<file path="src/rtl/mult_seq_param.sv">
// Sequential shift-add multiplier with a start/busy/done handshake.
// Parametrised width, full-width product, optional two's-complement mode and early exit.
module mult_seq_param #(
    parameter int WIDTH     = 16,
    parameter bit SIGNED_EN = 1'b1
) (
    input  logic                 clk,
    input  logic                 rst,
    input  logic                 start,
    input  logic                 signed_mode,
    input  logic [WIDTH-1:0]     m_in,
    input  logic [WIDTH-1:0]     n_in,
    output logic [2*WIDTH-1:0]   prod,
    output logic                 busy,
    output logic                 done
);

    typedef enum logic [1:0] {
        IDLE   = 2'd0,
        RUN    = 2'd1,
        FINISH = 2'd2
    } state_t;

    state_t             state;
    logic [2*WIDTH-1:0] m_reg;
    logic [2*WIDTH-1:0] acc;
    logic [WIDTH-1:0]   n_reg;
    logic               neg;

    logic               sgn;
    logic               m_neg;
    logic               n_neg;
    logic [WIDTH-1:0]   m_abs;
    logic [WIDTH-1:0]   n_abs;

    // Operand magnitudes; -2^(WIDTH-1) wraps to itself, which is correct as an unsigned magnitude.
    // NOTE: every signal gets a value on every path through always_comb, so no latch is inferred.
    always_comb begin
        sgn   = SIGNED_EN & signed_mode;
        m_neg = sgn & m_in[WIDTH-1];
        n_neg = sgn & n_in[WIDTH-1];
        m_abs = m_neg ? (~m_in + 1'b1) : m_in;
        n_abs = n_neg ? (~n_in + 1'b1) : n_in;
    end

    // NOTE: sequential state uses non-blocking assignments so every register updates from pre-edge values.
    always_ff @(posedge clk or posedge rst) begin
        if (rst) begin
            state <= IDLE;
            m_reg <= '0;
            acc   <= '0;
            n_reg <= '0;
            neg   <= 1'b0;
            prod  <= '0;
            busy  <= 1'b0;
            done  <= 1'b0;
        end else begin
            case (state)
                IDLE: begin
                    done <= 1'b0;
                    if (start) begin
                        m_reg <= {{WIDTH{1'b0}}, m_abs};
                        n_reg <= n_abs;
                        neg   <= m_neg ^ n_neg;
                        acc   <= '0;
                        busy  <= 1'b1;
                        state <= RUN;
                    end
                end
                RUN: begin
                    // Stop as soon as no multiplier bits remain; latency tracks bit length of |n|.
                    if (n_reg == '0) begin
                        state <= FINISH;
                    end else begin
                        if (n_reg[0]) begin
                            acc <= acc + m_reg;
                        end
                        m_reg <= m_reg << 1;
                        n_reg <= n_reg >> 1;
                    end
                end
                FINISH: begin
                    prod  <= neg ? (~acc + 1'b1) : acc;
                    done  <= 1'b1;
                    busy  <= 1'b0;
                    state <= IDLE;
                end
                default: begin
                    state <= IDLE;
                end
            endcase
        end
    end

endmodule

</file>
<file path="config.mk">
export PLATFORM = sky130hd
export DESIGN_NAME = mult_seq_param
export DESIGN_NICKNAME = d
export VERILOG_FILES = /design/src/rtl/mult_seq_param.sv
export SDC_FILE = /design/constraint.sdc
export NUM_CORES = 1
export LEC_CHECK = 0
export BUFFER_PORTS_ARGS = -buffer_cell sky130_fd_sc_hd__buf_4
export CAP_MARGIN = 20
export CORE_ASPECT_RATIO = 0.75
export CORE_MARGIN = 5
export CORE_UTILIZATION = 55
export DETAILED_ROUTE_END_ITERATION = 16
export PLACE_DENSITY = 0.87
export SLEW_MARGIN = 5
export SYNTH_ARGS = -nofsm -noshare
export SYNTH_HDL_FRONTEND = slang
export SYNTH_SLANG_ARGS = --single-unit
export TNS_END_PERCENT = 20
</file>
<file path="constraint.sdc">
create_clock -name clk -period 5.31 [get_ports clk]
set_input_delay 0.2655 -clock clk [delete_from_list [all_inputs] [get_ports clk]]
set_output_delay 0.2655 -clock clk [all_outputs]
set_load 0.02 [all_outputs]
</file>
==> results_dict.tcl, run 1 <==
set metrics [dict create \
    powerDensity_nw_per_um2 593.4 \
    start_kind "flip-flop" \
    postCtsResizedCells 0 \
    synth.avg_cell_area_um2 8.355 \
    status "finished with violations" \
    cts_tree "built" \
    drtPass1Iterations 5 \
    layout-drive-gt1-share 0.1292 \
    grt_pass1_vias 5977 \
    cts_sinks 117 \
    tightest_slew_ns 1.035 \
    rsz0062_at_grt "false" \
    clk_pin_slew_ns 0.05 \
    critPathRequiredTime_ns 5.61 \
    ys_seq_area_frac 0.3920 \
    viasPerCell 5.838 \
    setup_viol 0 \
    overflow 0 \
    drt_wl_total_um 18030 \
    synthDistinctLibCells 60 \
    grt_max_degree 86 \
    nNetsFinal 1018 \
    fin_tns_setup_ns 0 \
    synth_edf_count 0 \
    cts-root-buf "clkbuf_16" \
    post_cts_buffers 0 \
    drc 0 \
    finalCritPeriodShare 0.5421 \
    fin_hold_ws_ns -0.01485 \
    core-area_um2 13150 \
    drt_iter0_drc 557 \
    wl_per_cell_um 15.94 \
    ir_drop_v 0.0003778 \
    ys_ff_latch 117 \
    hold_buffers 0 \
    boundaryPins 70 \
    path_class "flip-flop to flip-flop" \
    cts_buffer_depth 2 \
    async_flop_share 1.000 \
    grt.total_usage 0.2306 \
    ys_warn_count 0 \
    cp_max_fo 5 \
    syn-instance-count 894 \
    mappedNetlistArea_um2 7470 \
    numPortBuffers 69 \
    initial_utilization 0.5679 \
    ant_nets 0 \
    gp_congestion 1.021 \
    antennaDiodeCount 0 \
    violations "negative hold slack" \
    die-area_um2 16040 \
    p_leak_nw 3.912 \
    antenna_found_initial 0 \
    period_needed_ns 2.879 \
    die_w_um 144.6 \
    synth_area_leaders "dfrtp_1 (39%), o21ai_0 (8.2%), nand2_1 (7.8%), xor2_1 (5.7%), ha_1 (5.7%)" \
    cts_inserted_buffers 17 \
    place_area_um2 8090 \
    drv_slew 0 \
    dpl.hpwl_um 12950 \
    skew_ns 0.005931 \
    rrSetupSlack_ns 2.43 \
    power_mw 5.133 \
    synth_top_area_cell "dfrtp_1" \
    drv_cap 0 \
    min_path_type "input pin to asynchronous set/reset pin" \
    arrival_ns 3.18 \
    std_cell_rows 36 \
    ys.flop_type "dfrtp_1" \
    finalHoldViolations 18 \
    num_vias 6603 \
    fillers 1055 \
    die_h_um 110.9 \
    yosys.area.top_type_share 0.3920 \
    end_kind "flip-flop" \
    slew_headroom 0.3103 \
    grt_pass1_wl_um 29890 \
    areaGrowthSynthToFinish_pct 15.81 \
    clock.fmax_mhz 347.4 \
    htree_levels 4 \
    worstSkewPairLatency_ns 0.42 \
    synth_nets 965 \
    fin_area_um2 8651 \
]
placed cells by master (no fill, tap or decap), types with 12 or more instances in the layout:
cell type	n
a21o_1	12
a21oi_1	81
buf_4	74
clkbuf_16	17
dfrtp_1	117
ha_1	34
inv_1	21
nand2_1	156
nor2_1	55
o21ai_0	122
xnor2_1	26
xor2_1	49
power by group:
group,internal (mW),total (mW),leakage (nW),switching [mW]
combinational,0.961,2.44,2.09,1.47
clock,0.703,1.08,0.276,0.378
sequential,1.22,1.62,1.55,0.399
total,2.88,5.13,3.91,2.25
through the flow:
step,worst slack [ns],utilization,instances
after detailed placement,2.491,0.6151,1099
after global placement,2.559,0.6151,1099
after global routing,2.164,0.6577,1131
final,2.431,0.6577,1131
after floorplan,1.944,-,894
after CTS,2.470,0.6577,1131
per-layer routing:
metal | wire [um] | vias up | track usage | share of wire
met4 | 155 | 0 | 0.05221 | 0.0086
met5 | 0 | - | 0 | 0
met1 | 8288 | 3079 | 0.3376 | 0.46
met3 | 1839 | 18 | 0.08107 | 0.10
met2 | 7749 | 235 | 0.3283 | 0.43
li1 | - | 3271 | - | -
final timing paths:
kind,end,from,depth (start not counted)
max,acc[30],m_reg[0],11
max reg2reg,acc[30],m_reg[0],11
min,prod[4],rst,2
min reg2reg,prod[15],prod[15],2
max in group asynchronous,n_reg[14],rst,3
min in group clk,m_reg[0],m_in[0],2
cell usage after synthesis, drive strengths merged (2+ instances only):
| cell type | count |
|---|---|
| nand2 | 159 |
| o21bai | 4 |
| a21oi | 88 |
| clkbuf | 35 |
| nor3b | 7 |
| mux2i | 5 |
| or4 | 10 |
| nor3 | 8 |
| o21ai | 131 |
| buf | 3 |
| nand3 | 10 |
| nor4 | 11 |
| or3 | 13 |
| nor2 | 56 |
| xor2 | 49 |
| or2 | 2 |
| a31oi | 5 |
| nor2b | 6 |
| nand2b | 7 |
| and2 | 5 |
| o41ai | 5 |
| ha | 34 |
| inv | 22 |
| dfrtp | 117 |
| a32o | 2 |
| and3 | 8 |
| a22o | 4 |
| a211oi | 3 |
| a211o | 3 |
| nand4 | 6 |
| a21o | 12 |
| o211ai | 7 |
| xnor2 | 26 |
| o31ai | 12 |
| o21a | 3 |
area by class of cell:
cell class                 instances  area [um^2]  share of cell area
multi-input combinational        715         4308              0.4980
sequential                       117         2928              0.3384
timing repair buffer              74        555.5             0.06422
clock buffer                      29        520.5             0.06017
tap                              171        214.0             0.02473
inverter                          22        85.08            0.009835
clock inverter                     3        40.04            0.004628
critical path: stages, from the launching register on:
cell	delay, ns
dfrtp_1	0.41
ha_1	0.24
inv_1	0.07
fa_1	0.20
nor2b_1	0.07
o31ai_1	0.41
a21oi_1	0.17
o21ai_2	0.31
o21ai_1	0.24
a211o_1	0.32
mux2i_1	0.21
nand3_1	0.11
kinds of logic (layout without fill, tap and decap cells):
logic type               Yosys count  after routing  share of synthesized area
AO/OA/AOI/OAI                    288            288                     0.2258
XOR/XNOR                          75             75                    0.08794
adder cells (fa/ha/maj)           35             35                    0.05963
buffers and inverters             62            128                    0.03417
flip-flops                       117            117                     0.3920
multiplexers                       6              6                   0.008208
AND/OR/NAND/NOR                  311            311                     0.1923
Note: power is estimated with default switching activity, not from simulation.
==> run 2, diff against run 1 <==
PLACE_DENSITY = 0.9   (was 0.87)
clock period = 2.5 ns   (was 5.31 ns; I/O delays follow)
==> results_dict.tcl, run 2 (same netlist as run 1, synthesis figures left out) <==
set metrics [dict create \
    fin_tns_setup_ns -0.01011 \
    cts-root-buf "clkbuf_16" \
    drv_slew 0 \
    status "finished with violations" \
    die_w_um 144.6 \
    critical_path.most_common_cell "o211ai_1" \
    nNetsFinal 1085 \
    grt.total_usage 0.2510 \
    numPortBuffers 69 \
    dpl.hpwl_um 14530 \
    cp_max_fo 4 \
    die-area_um2 16040 \
    start_kind "flip-flop" \
    min_path_type "input pin to flip-flop" \
    pre_cts_ws_ns -0.02755 \
    cp_cell_sequence "ha_4 > o211ai_1 > o211ai_1 > nand4b_1 > nand4_1 > nand3_1 > and4_1 > o211a_1 > a211o_1" \
    final_common_cell "nand2_1" \
    end_kind "flip-flop" \
    clk_pin_slew_ns 0.05 \
    powerDensity_nw_per_um2 1320 \
    layout-drive-gt1-share 0.2115 \
    die_h_um 110.9 \
    cts_inserted_buffers 17 \
    antennaDiodeCount 0 \
    setup_viol 1 \
    p_leak_nw 4.272 \
    finalCritPeriodShare 1.004 \
    num_vias 7140 \
    viasPerCell 5.965 \
    fin_hold_ws_ns 0.1100 \
    finalHoldViolations 0 \
    grt_pass1_wl_um 32550 \
    fillers 960 \
    ir_drop_v 0.0008190 \
    cpMaxStageDelayCell "dfrtp_1" \
    drc 0 \
    tightest_slew_ns 0.7808 \
    drt_iter0_drc 747 \
    grt_max_degree 62 \
    cts_tree "built" \
    std_cell_rows 36 \
    period_needed_ns 2.510 \
    timing.final.ws_setup_ns -0.01011 \
    wl_per_cell_um 17.23 \
    rsz0062_at_grt "true" \
    initial_utilization 0.5679 \
    clock.fmax_mhz 398.4 \
    boundaryPins 70 \
    drt_wl_total_um 20620 \
    antenna_found_initial 0 \
    ant_nets 0 \
    path_class "flip-flop to flip-flop" \
    overflow 0 \
    arrival_ns 2.83 \
    drtPass1Iterations 6 \
    violations "negative setup slack" \
    drv_cap 0 \
    fin_util 0.7148 \
    gp_congestion 0.9666 \
    cts_buffer_depth 2 \
    final_cell_mix "nand2_1 (156), buf_4 (134), o21ai_0 (119)" \
    critPathRequiredTime_ns 2.82 \
    grt_pass1_vias 6614 \
    cts_sinks 117 \
    skew_ns 0.008710 \
    slew_headroom 0.4782 \
    worstSkewPairLatency_ns 0.43 \
    htree_levels 4 \
    core-area_um2 13150 \
    max_stage_delay_ns 0.44 \
    areaGrowthSynthToFinish_pct 25.86 \
]
==> run 2: cell count changes in the layout (fill, tap and decap cells not counted), moves of 3 or more <==
cell	delta
buf_4	+60
a21oi_1	-4
o21ai_0	-3
dfrtp_2	+4
a21oi_2	+4
clkbuf_1	-6
ha_4	+6
dfrtp_1	-4
dlygate4sd3_1	+3
ha_1	-8
buf_12	+3
==> run 2: where the power goes <==
part | internal, mW | total (mW) | switching [mW] | leakage [nW]
Combinational | 2.79 | 6.60 | 3.82 | 2.42
Clock | 1.69 | 2.52 | 0.839 | 0.305
Sequential | 2.59 | 3.28 | 0.688 | 1.54
==> run 2: cell type report <==
cell class | instances | area (um^2) | share of cell area
multi-input combinational | 715 | 4442 | 0.4725
clock buffer | 23 | 498.0 | 0.05297
timing repair buffer | 141 | 1107 | 0.1178
inverter | 22 | 86.33 | 0.009183
clock inverter | 8 | 121.4 | 0.01291
sequential | 117 | 2933 | 0.3120
tap | 171 | 214.0 | 0.02276
==> run 2: per-stage QoR <==
step / std cells / cell area [um^2] / power, mW
floorplan: 894 / 7473 / 7.133
CTS: 1191 / 9241 / 11.93
detailed placement: 1156 / 8557 / 9.276
global route: 1197 / 9402 / 13.20
finish: 1197 / 9402 / 12.41
global placement: 1156 / 8557 / 8.984
==> run 2: metal layers <==
layer,share of wire,track usage
met1,0.44,0.3607
met2,0.45,0.3749
met3,0.088,0.05951
met4,0.023,0.07831
met5,0,0
==> run 2: path summary, 6_finish.rpt <==
path                             start   endpoint  slack, ns  depth (start not counted)
max                           m_reg[3]    acc[31]      -0.01                          9
min                        signed_mode  n_reg[15]       0.11                          3
max reg2reg                   m_reg[3]    acc[31]      -0.01                          9
min reg2reg                   prod[18]   prod[18]       0.48                          2
max in group asynchronous          rst  n_reg[14]       1.40                          4
min in group asynchronous          rst     acc[4]       0.26                          3
==> run 2: worst max-delay path, delay by kind of cell, from the launching register on <==
kind,cells,cell delay (ns)
AO/OA/AOI/OAI,4,0.93
AND/OR/NAND/NOR,4,0.70
flip-flops,1,0.44
adder cells (fa/ha/maj),1,0.32
==> run 2: what timing repair did <==
action / CTS / global route
resized for setup: 4 / 27
hold buffers: 3 / 0
cloned: 0 / 0
pin swaps: 1 / 13
buffers inserted: 1 / 6
endpoints found under the setup margin: 5 / 24
hold endpoints to repair: 18 / 0
==> run 3, diff against run 2 <==
CORE_ASPECT_RATIO = 0.7   (was 0.75)
PLACE_DENSITY = default   (was 0.9)
PLACE_DENSITY_LB_ADDON = 0.1   (was default)
==> results_dict.tcl, run 3 (same netlist as run 1, synthesis figures left out) <==
set metrics [dict create \
    status "complete, no violations" \
    finalCritPeriodShare 0.9965 \
    fin_util 0.7132 \
    clk_pin_slew_ns 0.07 \
    core-area_um2 13230 \
    critPathRequiredTime_ns 2.76 \
    overflow 0 \
    cts_tree "built" \
    fin_tns_setup_ns 0 \
    drt_iter0_drc 660 \
    r2r_cells 7 \
    endpoint "prod[25]" \
    worstSkewPairLatency_ns 0.42 \
    drv_cap 0 \
    initial_utilization 0.5648 \
    slew_headroom 0.3803 \
    num_vias 7052 \
    crit_path_start "acc[8]" \
    period_needed_ns 2.491 \
    placedCellCount 1173 \
    cts_sinks 117 \
    drc 0 \
    drv_slew 0 \
    layout-drive-gt1-share 0.2243 \
    clock.fmax_mhz 401.4 \
    p_leak_nw 4.273 \
    viasPerCell 5.804 \
    nNetsFinal 1088 \
    grt.total_usage 0.2548 \
    boundaryPins 70 \
    rsz0062_at_grt "true" \
    die_h_um 107.5 \
    setup_viol 0 \
    antenna_found_initial 0 \
    cts_buffer_depth 2 \
    gp_congestion 0.9887 \
    final-instance-count-excl-fill 1215 \
    r2r-end "prod[25]" \
    antennaDiodeCount 0 \
    grt_pass1_vias 6650 \
    start_kind "flip-flop" \
    die-area_um2 16050 \
    fin_area_um2 9433 \
    cts_inserted_buffers 17 \
    cts-root-buf "clkbuf_16" \
    final_cell_mix "nand2_1 (156), buf_4 (140), o21ai_0 (118)" \
    place_area_um2 8584 \
    powerDensity_nw_per_um2 1296 \
    cp_max_fo 5 \
    wl_per_cell_um 16.60 \
    tightest_slew_ns 0.9296 \
    rr_startpoint "acc[8]" \
    rrSetupSlack_ns 0.009 \
    timing.final.ws_setup_ns 0.008874 \
    drtPass1Iterations 5 \
    grt_max_degree 87 \
    std_cell_rows 35 \
    areaGrowthSynthToFinish_pct 26.28 \
    pre_cts_ws_ns -0.01570 \
    end_kind "flip-flop" \
    fin_hold_ws_ns 0.05313 \
    drt_wl_total_um 20180 \
    ir_drop_v 0.0007727 \
    die_w_um 149.3 \
    finalHoldViolations 0 \
    ant_nets 0 \
    grt_pass1_wl_um 32790 \
    min_path_type "input pin to flip-flop" \
    dpl.hpwl_um 14720 \
    skew_ns 0.01478 \
    htree_levels 4 \
    arrival_ns 2.75 \
    final_common_cell "nand2_1" \
    path_class "flip-flop to flip-flop" \
    power_mw 12.22 \
    numPortBuffers 69 \
]
run 3: timing repair:
action	CTS	global route
setup buffers	0	8
cloned	0	0
endpoints found under the hold margin	33	0
hold buffers	2	0
pin swaps	0	14
gates resized for setup	4	34
setup endpoints to repair	5	26
run 3: routing by layer:
metal / up-vias / part of all wire / track usage
li1: 3419 / - / -
met1: 3294 / 0.46 / 0.3620
met2: 302 / 0.42 / 0.3779
met3: 37 / 0.10 / 0.07492
met4: 0 / 0.019 / 0.07642
met5: - / 0 / 0
run 3: area by class of cell:
| cell class | instances | area [um^2] |
|---|---|---|
| Timing Repair Buffer | 144 | 1111 |
| Fill cell | 1015 | 3792 |
| Tap cell | 185 | 231.5 |
| Inverter | 22 | 86.33 |
| Multi-Input combinational cell | 715 | 4471 |
| Clock buffer | 19 | 452.9 |
| Clock inverter | 13 | 146.4 |
| Sequential cell | 117 | 2934 |
run 3: how the worst min path moves through the flow:
stage	startpoint	end	slack, ns	depth (start not counted)
2_1_floorplan	signed_mode	neg	0.26	2
3_3_place_gp	rst	prod[2]	0.28	2
3_5_place_dp	rst	prod[4]	0.29	2
4_1_cts	m_in[0]	m_reg[0]	0.03	2
5_1_grt	m_in[0]	m_reg[0]	0.04	2
6_report	m_in[0]	m_reg[0]	0.05	2
run 3: worst max-delay path, cell delays in order, from the launching register on:
cell     delay, ns
dfrtp_1       0.43
or4_4         0.56
or4_4         0.46
o31ai_4       0.37
nand2_2       0.12
a21oi_2       0.13
xor2_1        0.19
o21ai_1       0.08
run 3: power by group:
group          switching, mW  internal [mW]
Clock                  0.934           1.53
Combinational           3.73           2.77
Sequential             0.669           2.59
